[src/rtl/dds_pkg.sv]
// Shared DDS definitions: SAR FSM state encodings and the PWM ADC result width.
package dds_pkg;

    localparam int ADC_DATA_W = 8;

    localparam logic [1:0] IDLE   = 2'b00;
    localparam logic [1:0] SETTLE = 2'b01;
    localparam logic [1:0] DONE   = 2'b10;

endpackage

[src/rtl/pwm_gen.sv]
// Free-running PWM counter with registered duty compare and period-boundary strobe.
module pwm_gen #(
    parameter int DATA_W = 8
) (
    input  logic              iclk,
    input  logic              irstn,
    input  logic [DATA_W-1:0] trial,
    output logic              opwm,
    output logic              boundary
);

    logic [DATA_W-1:0] pwm_cnt;

    always_ff @(posedge iclk or negedge irstn) begin
        if (!irstn) begin
            pwm_cnt <= '0;
            opwm    <= 1'b0;
        end else begin
            pwm_cnt <= pwm_cnt + 1'b1;
            opwm    <= (pwm_cnt < trial);
        end
    end

    // High on the last count of a period, so anything loaded here takes effect at pwm_cnt=0.
    assign boundary = &pwm_cnt;

endmodule

[src/rtl/pwm_sar_adc.sv]
// SAR ADC using PWM + external RC filter + comparator. Define PWM_ADC_AVG_EN to
// average four raw conversions per published result.
module pwm_sar_adc
    import dds_pkg::*;
#(
    parameter int DATA_W         = ADC_DATA_W,
    parameter int SETTLE_PERIODS = 16
) (
    input  logic              iclk,
    input  logic              irstn,
    input  logic              ien,
    input  logic              icmp,
    output logic              opwm,
    output logic [DATA_W-1:0] pwm_adc_out,
    output logic              odone
);

    localparam int                IDX_W       = $clog2(DATA_W);
    localparam logic [IDX_W-1:0]  IDX_MSB     = IDX_W'(DATA_W - 1);
    localparam logic [DATA_W-1:0] TRIAL_MSB   = {1'b1, {(DATA_W-1){1'b0}}};
    localparam logic [7:0]        SETTLE_LAST = 8'(SETTLE_PERIODS - 1);

    logic [1:0]        state;
    logic [IDX_W-1:0]  bit_idx;
    logic [7:0]        settle_cnt;
    logic [DATA_W-1:0] trial;
    logic [DATA_W-1:0] trial_dec;
    logic              cmp_m;
    logic              cmp_s;
    logic              boundary;

`ifdef PWM_ADC_AVG_EN
    logic [DATA_W+1:0] avg_sum;
    logic [DATA_W+1:0] avg_sum_nxt;
    logic [1:0]        avg_cnt;

    function automatic logic [DATA_W-1:0] avg4_trunc(input logic [DATA_W+1:0] sum);
        return sum[DATA_W+1:2];
    endfunction

    assign avg_sum_nxt = avg_sum + (DATA_W+2)'(trial);
`endif

    pwm_gen #(.DATA_W(DATA_W)) u_pwm (
        .iclk     (iclk),
        .irstn    (irstn),
        .trial    (trial),
        .opwm     (opwm),
        .boundary (boundary)
    );

    always_ff @(posedge iclk or negedge irstn) begin
        if (!irstn) begin
            cmp_m <= 1'b0;
            cmp_s <= 1'b0;
        end else begin
            cmp_m <= icmp;
            cmp_s <= cmp_m;
        end
    end

    // Keep the tested bit only if Vin >= trial, and try the next lower bit in the same update.
    always_comb begin
        trial_dec = trial;
        if (!cmp_s)
            trial_dec[bit_idx] = 1'b0;
        if (bit_idx != '0)
            trial_dec[bit_idx - 1'b1] = 1'b1;
    end

    always_ff @(posedge iclk or negedge irstn) begin
        if (!irstn) begin
            state       <= IDLE;
            bit_idx     <= '0;
            settle_cnt  <= '0;
            trial       <= '0;
            pwm_adc_out <= '0;
            odone       <= 1'b0;
`ifdef PWM_ADC_AVG_EN
            avg_sum     <= '0;
            avg_cnt     <= '0;
`endif
        end else begin
            odone <= 1'b0;
`ifdef PWM_ADC_AVG_EN
            if (!ien) begin
                avg_sum <= '0;
                avg_cnt <= '0;
            end
`endif
            case (state)
                IDLE: begin
                    if (boundary) begin
                        if (ien) begin
                            trial      <= TRIAL_MSB;
                            bit_idx    <= IDX_MSB;
                            settle_cnt <= '0;
                            state      <= SETTLE;
                        end else begin
                            trial <= '0;
                        end
                    end
                end
                SETTLE: begin
                    if (!ien) begin
                        state <= IDLE;
                    end else if (boundary) begin
                        if (settle_cnt == SETTLE_LAST) begin
                            trial      <= trial_dec;
                            settle_cnt <= '0;
                            if (bit_idx == '0)
                                state <= DONE;
                            else
                                bit_idx <= bit_idx - 1'b1;
                        end else begin
                            settle_cnt <= settle_cnt + 1'b1;
                        end
                    end
                end
                DONE: begin
                    state <= IDLE;
                    if (ien) begin
`ifdef PWM_ADC_AVG_EN
                        if (avg_cnt == 2'd3) begin
                            pwm_adc_out <= avg4_trunc(avg_sum_nxt);
                            odone       <= 1'b1;
                            avg_sum     <= '0;
                            avg_cnt     <= '0;
                        end else begin
                            avg_sum <= avg_sum_nxt;
                            avg_cnt <= avg_cnt + 1'b1;
                        end
`else
                        pwm_adc_out <= trial;
                        odone       <= 1'b1;
`endif
                    end
                end
                default: state <= IDLE;
            endcase
        end
    end

endmodule
[config.mk]
export PLATFORM = sky130hd
export DESIGN_NAME = pwm_sar_adc
export DESIGN_NICKNAME = d
export VERILOG_FILES = /design/src/rtl/dds_pkg.sv /design/src/rtl/pwm_gen.sv /design/src/rtl/pwm_sar_adc.sv
export SDC_FILE = /design/constraint.sdc
export NUM_CORES = 1
export LEC_CHECK = 0
export CAP_MARGIN = 20
export CORE_ASPECT_RATIO = 0.5
export CORE_MARGIN = 2
export CORE_UTILIZATION = 58
export DETAILED_ROUTE_END_ITERATION = 16
export PLACE_DENSITY = 0.78
export SYNTH_ARGS = -nofsm -noshare
export SYNTH_HDL_FRONTEND = slang
export SYNTH_SLANG_ARGS = --single-unit
[constraint.sdc]
create_clock -name iclk -period 2.7 [get_ports iclk]
set_input_delay 0.405 -clock iclk [delete_from_list [all_inputs] [get_ports iclk]]
set_output_delay 0.405 -clock iclk [all_outputs]
set_load 0.02 [all_outputs]
==> metrics.md, run 1 <==
| Metric | Value |
|---|---|
| Status | complete, no violations |
| Largest cells by area after synthesis | dfrtp_1, ha_1, o21ai_0 |
| Hold Buf Count CTS | 0 |
| Die footprint | 4289 um2 |
| Final worst setup slack | 0.4269 ns |
| Drt wl/cell | 16.07 um |
| Worst Max-Slew Pin Slew | between 0.9 and 1 ns |
| Final slew viol count | 0 |
| DRT antenna net count | 0 |
| #FFs+latches synth | 41 |
| Final instance area | 2475 um2 |
| Crit-path cells | inv_1 > ha_1 > or4_4 > or4_1 > o211ai_1 |
| CTS tree | built |
| Syn Nets | roughly 240 |
| Most frequent cells after synthesis | dfrtp_1, nand2_1, o21ai_0 |
| Async set-reset flop share out of synthesis | 1.000 |
| Drt drc | 0 |
| RSZ-0062 raised after global routing | no |
| Final HPWL from detailed placement | 3314 um |
| CTS root buf | clkbuf_8 |
| Grt total ovfl | 0 |
| Initial antenna violation count | 0 |
| Worst vdd rail ir drop | between 0.3 and 0.4 mV |
| Die Y | 47.32 um |
| GRT Overall Usage | 0.2318 |
| Register area share after synthesis | 0.4713 |
| Skew final | 0.005153 ns |
| Ratio of cells with drive above 1 in the final layout | 0.08475 |
| Main synth FF type | dfrtp_1 |
| CP endpoint kind | flop |
| Post-cts resize count | 0 |
| Initial Util | 0.6203 |
| Pre-CTS setup slack | between 0.4 and 0.5 ns |
| Synth top area share | 0.4713 |
| Tcrit/Tclk final | 0.8419 |
| CP Launch Type | flop |
| Routed via count | 1723 |
| Synthesis Warnings | 0 |
| Period minus WS final | ~2.3 ns |
| Vias per cell | about 6.0 |
| Fmax | 439.9 MHz |
| Slowest stage delay, CP | 0.55 ns |
| Final WL | 4612 um |
| Final Hold Violating Endpoints | 0 |
| Clk sinks | 41 |
| Crit path kind | flop to flop |
| Largest area contributor in the netlist | dfrtp_1 |
| Placeable core area | ~3500 um2 |
| P per Cell Area | 470.7 nW/um2 |
| Slowest cell on crit path | or4_4 |
| Cells after Synth | 220 |
| Cell variety after synth | 49 |
| CP arrival | between 2 and 2.5 ns |
| Static leakage | 1.085 nW |
| Most common cell in the netlist | dfrtp_1 |
| Vias in the first global route | 1567 |
| Worst endpoint required time | around 2.9 ns |
| Area delta synth->final | 13.68% |
| Filler cells | 266 |
| H-tree levels | 2 |
| CTS Buffer Depth | 2 |
| Clk_lat worst skew | 0.29 ns |
| Initial DRC count | 84 |
| Mapped Area | about 2200 um2 |
| Row count | 15 |
| Buffers on Ports | 13 |
| Synthesized area per cell | about 10 um2 |
| Clock-pin slew of the registers on the worst-case setup and hold paths | 0.08 ns |
| Post-CTS Setup Bufs | 0 |
| Setup tns final | 0 ns |
| Pin count of the biggest net entering global routing | 42 |
| Die span in x | slightly above 90 um |
| First-pass DRT Iterations | 4 |
| CTS buffer count | 5 |
| Max cap viols | 0 |
| First-pass GRT wire length | 7465 um |
| Diode count | 0 |
| # IOs | 14 |
| Number of flops mapped to enable cells by yosys | 0 |
| Global placement routability congestion | 0.8757 |
| Min-delay worst type | input port to async pin |
| CP Max Fanout | 9 |
| Worst relative slew slack | 0.3924 |
| Dpl cell area | about 2400 um2 |
| Nets | 250 |
| Final setup violation count | 0 |
-- placed cells by master, fill, tap and decap left out, types with 2 or more instances in the layout --
cell             synthesis  final
a211o_1                  2      2
a211oi_1                 3      3
a21o_1                   2      2
a21oi_1                  8      8
a22o_1                   3      3
and3_1                   3      3
and4_1                   4      4
buf_4                    0      2
clkbuf_8                 0      6
clkdlybuf4s50_1          0     12
dfrtp_1                 41     41
ha_1                    11     11
inv_1                   13     13
nand2_1                 19     19
nand2b_1                 4      4
nand3_1                  8      8
nand4_1                  2      2
nor2_1                   7      7
nor2b_1                  4      4
nor3_1                  11     11
nor3b_1                  3      3
nor4_1                   4      4
o211ai_1                 5      5
o21a_1                   2      2
o21ai_0                 19     19
o31ai_1                  2      2
o41ai_1                  2      2
or4_1                    4      4
xnor2_1                  3      3
xor2_1                   3      3
-- worst max-delay path: cells and delay by family (launching register included) --
family	cells	cell delay, ns
buffers and inverters	1	0.15
AND/OR/NAND/NOR	2	1.04
flip-flops	1	0.53
AO/OA/AOI/OAI	1	0.10
adder cells (fa/ha/maj)	1	0.37
-- final timing paths --
kind / from / to / slack, ns / depth (start not counted)
max: bit_idx[0]$_DFFE_PN0P_ / trial[6]$_DFFE_PN0P_ / 0.43 / 5
min: irstn / pwm_adc_out[5]$_DFFE_PN0P_ / 0.25 / 1
max reg2reg: bit_idx[0]$_DFFE_PN0P_ / trial[6]$_DFFE_PN0P_ / 0.43 / 5
min reg2reg: cmp_m$_DFF_PN0_ / cmp_s$_DFF_PN0_ / 0.36 / 0
max in group asynchronous: irstn / trial[3]$_DFFE_PN0P_ / 1.89 / 1
min in group iclk: cmp_m$_DFF_PN0_ / cmp_s$_DFF_PN0_ / 0.36 / 0
-- layout make-up --
class,instances,area [um2],share of cell area
Inverter,13,48.80,0.01972
Tap cell,51,63.81,0.02578
Clock inverter,2,37.54,0.01517
Timing Repair Buffer,15,140.1,0.05662
Multi-Input combinational cell,159,1076,0.4348
Sequential cell,41,1026,0.4146
Clock buffer,6,82.58,0.03337
-- power by group --
part / internal (mW) / switching (mW) / leakage (nW) / total [mW]
clock network: 0.301 / 0.217 / 0.0574 / 0.517
registers: 0.617 / 0.00559 / 0.522 / 0.622
logic: 0.00748 / 0.0178 / 0.505 / 0.0253
-- kinds of logic (layout without fill, tap and decap cells) --
logic type | count (synthesis) | after routing | synth area share
compound gates | 56 | 56 | 0.1707
xor+xnor | 6 | 6 | 0.02414
fa+ha+maj | 11 | 11 | 0.06322
buf+inv | 20 | 36 | 0.03449
flops | 41 | 41 | 0.4713
mux | 1 | 1 | 0.005172
simple gates | 85 | 85 | 0.2310
-- flip-flops by register name (all words and copies together), names as in the netlist --
register	flops
pwm_adc_out	8
settle_cnt	8
trial	8
u_pwm.pwm_cnt	8
bit_idx	3
state	2
cmp_m	1
cmp_s	1
odone	1
u_pwm.opwm	1
-- per-stage QoR --
stage / hold WS, ns / cells / utilization / total power [mW]
global placement: 0.3399 / 279 / 0.6709 / 0.6597
floorplan: 0.1094 / 220 / - / 0.6415
finish: 0.2452 / 287 / 0.7052 / 1.165
detailed placement: 0.3472 / 279 / 0.6709 / 0.6606
global route: 0.3183 / 287 / 0.7052 / 1.205
CTS: 0.2734 / 287 / 0.7052 / 1.178
-- layer usage --
metal	vias up	part of all wire	global-route usage
met5	-	0	0
met4	0	0.010	0.07385
met3	8	0.041	0.05297
met2	42	0.44	0.3896
met1	823	0.51	0.3118
li1	850	-	-
No activity file was read; power rests on OpenSTA's default activity.
==> run 2: changes to the inputs <==
- CORE_UTILIZATION: 58 -> 53
- PLACE_DENSITY: 0.78 -> 0.75
- clock period: 2.7 -> 2.06 ns (I/O delays scaled with it)
==> run 2 against run 1 <==
Register-to-register slack got worse by 0.35 ns. Critical path depth fell by 1. Die area rose by 8.8%. Clock-buffer cell count fell by 1. Highest routed layer unchanged.
==> metrics.md, run 2 (synthesis results as in run 1) <==
| Metric | Value |
|---|---|
| Status | complete, no violations |
| Final Hold Violating Endpoints | 0 (unchanged) |
| Final HPWL from detailed placement | 3578 um (+8.0%) |
| DRT antenna net count | 0 (unchanged) |
| Dpl cell area | 2501 um2 (+6.2%) |
| Total power | 1.482 mW (+27%) |
| Diode count | 0 (unchanged) |
| Area delta synth->final | 21.55% |
| Pre-CTS setup slack | 0.02386 ns (-0.4555 ns) |
| Drt drc | 0 (unchanged) |
| # IOs | 14 (unchanged) |
| Slowest stage delay, CP | 0.50 ns (-0.05 ns) |
| Hold slack | 0.3614 ns (+0.1162 ns) |
| Nets | 271 (+8.4%) |
| Final WL | 4902 um (+6.3%) |
| Placeable core area | 3924 um2 (+12%) |
| Filler cells | 329 (+24%) |
| CTS Buffer Depth | 2 (unchanged) |
| Die Y | 49.32 um (+4.2%) |
| Placed cell count | 301 (+7.9%) |
| Final non-filler cell total | 310 (+8.0%) |
| Most common cell after layout, fill and taps aside | dfrtp_1 |
| CTS tree | built |
| Clk_lat worst skew | 0.29 ns (about the same) |
| Worst endpoint required time | 2.28 ns (-0.63 ns) |
| Most frequent cells in the layout | dfrtp_1, buf_4, nand2_1, o21ai_0, inv_1 |
| Multi-input gate area | 1100 um2 (+2.2%) |
| Fmax | 505.0 MHz (+15%) |
| CTS buffer count | 5 (unchanged) |
| Buffers on Ports | 13 (unchanged) |
| Util after Layout | 0.6744 (-0.03074) |
| Clk sinks | 41 (unchanged) |
| Min-delay worst type | flop to flop |
| Die footprint | 4668 um2 (+8.8%) |
| Initial antenna violation count | 0 (unchanged) |
| RSZ-0062 raised after global routing | no |
| Row count | 16 (+1) |
| Routed via count | 1787 (+3.7%) |
| Slowest cell on crit path | or4_4 |
| Clock-pin slew of the registers on the worst-case setup and hold paths | 0.08 ns (about the same) |
| Max cap viols | 0 (unchanged) |
| Largest delay share family, worst path | simple AND/OR/NAND/NOR gates |
| Seq. cell area | 1026 um2 (unchanged) |
| Initial DRC count | 64 (-24%) |
| CP Max Fanout | 6 (-3) |
| Final setup violation count | 0 (unchanged) |
| First-pass DRT Iterations | 5 (+1) |
| GRT Overall Usage | 0.2392 (+0.007446) |
| CP arrival | 2.20 ns (-0.28 ns) |
| Global placement routability congestion | 0.8737 (-0.23%) |
| H-tree levels | 2 (unchanged) |
| CTS root buf | clkbuf_8 |
| Crit path kind | flop to flop |
| Worst relative slew slack | 0.7332 (+0.3407) |
| Vias per cell | 5.765 (-4.0%) |
| Vias in the first global route | 1812 (+16%) |
| Final slew viol count | 0 (unchanged) |
| Static leakage | 1.178 nW (+8.6%) |
| Ratio of cells with drive above 1 in the final layout | 0.1641 (+0.07932) |
| Pin count of the biggest net entering global routing | 18 (-57%) |
| Final instance area | 2646 um2 (+6.9%) |
| Period minus WS final | 1.980 ns (-0.2929 ns) |
| CP Launch Type | flop |
| Drt wl/cell | 15.81 um (-1.6%) |
| Grt total ovfl | 0 (unchanged) |
| Tcrit/Tclk final | 0.9613 (+0.1194) |
| Worst Max-Slew Pin Slew | 0.3953 ns (-0.5161 ns) |
| Final worst setup slack | 0.07981 ns (-0.3471 ns) |
| P per Cell Area | 559.9 nW/um2 (+19%) |
| Worst Path Buf+Inv | 0 (-1) |
| First-pass GRT wire length | 8562 um (+15%) |
| Setup tns final | 0 ns (unchanged) |
| Worst vdd rail ir drop | 0.2679 mV (-15%) |
| Crit-path cells | or3_4 > or4_4 > or4_1 > o211ai_1 |
| Initial Util | 0.5548 (-0.06547) |
| Skew final | 0.002446 ns (-0.002707 ns) |
| Die span in x | 94.64 um (+4.4%) |
| CP endpoint kind | flop |
==> run 2: cell types whose count changed in the layout (fill, tap and decap cells not counted), sizes merged <==
cell	previous run	this run
buf	3	23
clkbuf	6	5
clkinv	0	1
clkinvlp	1	0
dlygate4sd3	0	1
==> run 2: per-layer routing <==
metal | part of all wire | routed length, um | track usage | vias to the layer above
met4 | 0.015 | 74 | 0.07971 | 0
met2 | 0.47 | 2307 | 0.3853 | 38
met5 | 0 | 0 | 0 | -
met3 | 0.045 | 222 | 0.06337 | 10
met1 | 0.47 | 2297 | 0.3151 | 854
li1 | - | - | - | 885
==> run 2: worst reg2reg max path, delay by kind of cell (launching register included) <==
kind            cells  cell delay, ns
simple gates        3            1.40
flops               1            0.41
compound gates      1            0.10
==> run 2: layout make-up <==
cell class / instances / area share
clock buffer: 5 / 0.02600
multi-input combinational: 159 / 0.4156
timing repair buffer: 36 / 0.1135
tap: 54 / 0.02553
inverter: 13 / 0.01844
sequential: 41 / 0.3877
clock inverter: 2 / 0.01324
==> run 2: report_power, final <==
group / internal [mW] / leakage [nW] / total [mW] / switching (mW)
combinational: 0.0147 / 0.602 / 0.0389 / 0.0241
sequential: 0.809 / 0.522 / 0.816 / 0.00744
clock: 0.352 / 0.0540 / 0.627 / 0.275
total: 1.18 / 1.18 / 1.48 / 0.306
==> run 2: path summary, 6_finish.rpt <==
kind                                            from                          to  slack [ns]  cells past startpoint
max reg2reg                settle_cnt[6]$_DFFE_PN0P_        trial[6]$_DFFE_PN0P_        0.08                      4
min in group asynchronous                      irstn             cmp_m$_DFF_PN0_        0.46                      2
min                                  cmp_m$_DFF_PN0_             cmp_s$_DFF_PN0_        0.36                      0
max in group asynchronous                      irstn  pwm_adc_out[0]$_DFFE_PN0P_        1.05                      3
min reg2reg                          cmp_m$_DFF_PN0_             cmp_s$_DFF_PN0_        0.36                      0
max                        settle_cnt[6]$_DFFE_PN0P_        trial[6]$_DFFE_PN0P_        0.08                      4
==> run 2: timing repair <==
action                                  4_1_cts  5_1_grt
endpoints found under the setup margin        0        3
hold buffers                                  1        0
setup buffers                                 0        1
gates resized for setup                       0        4
hold endpoints to repair                     15        0
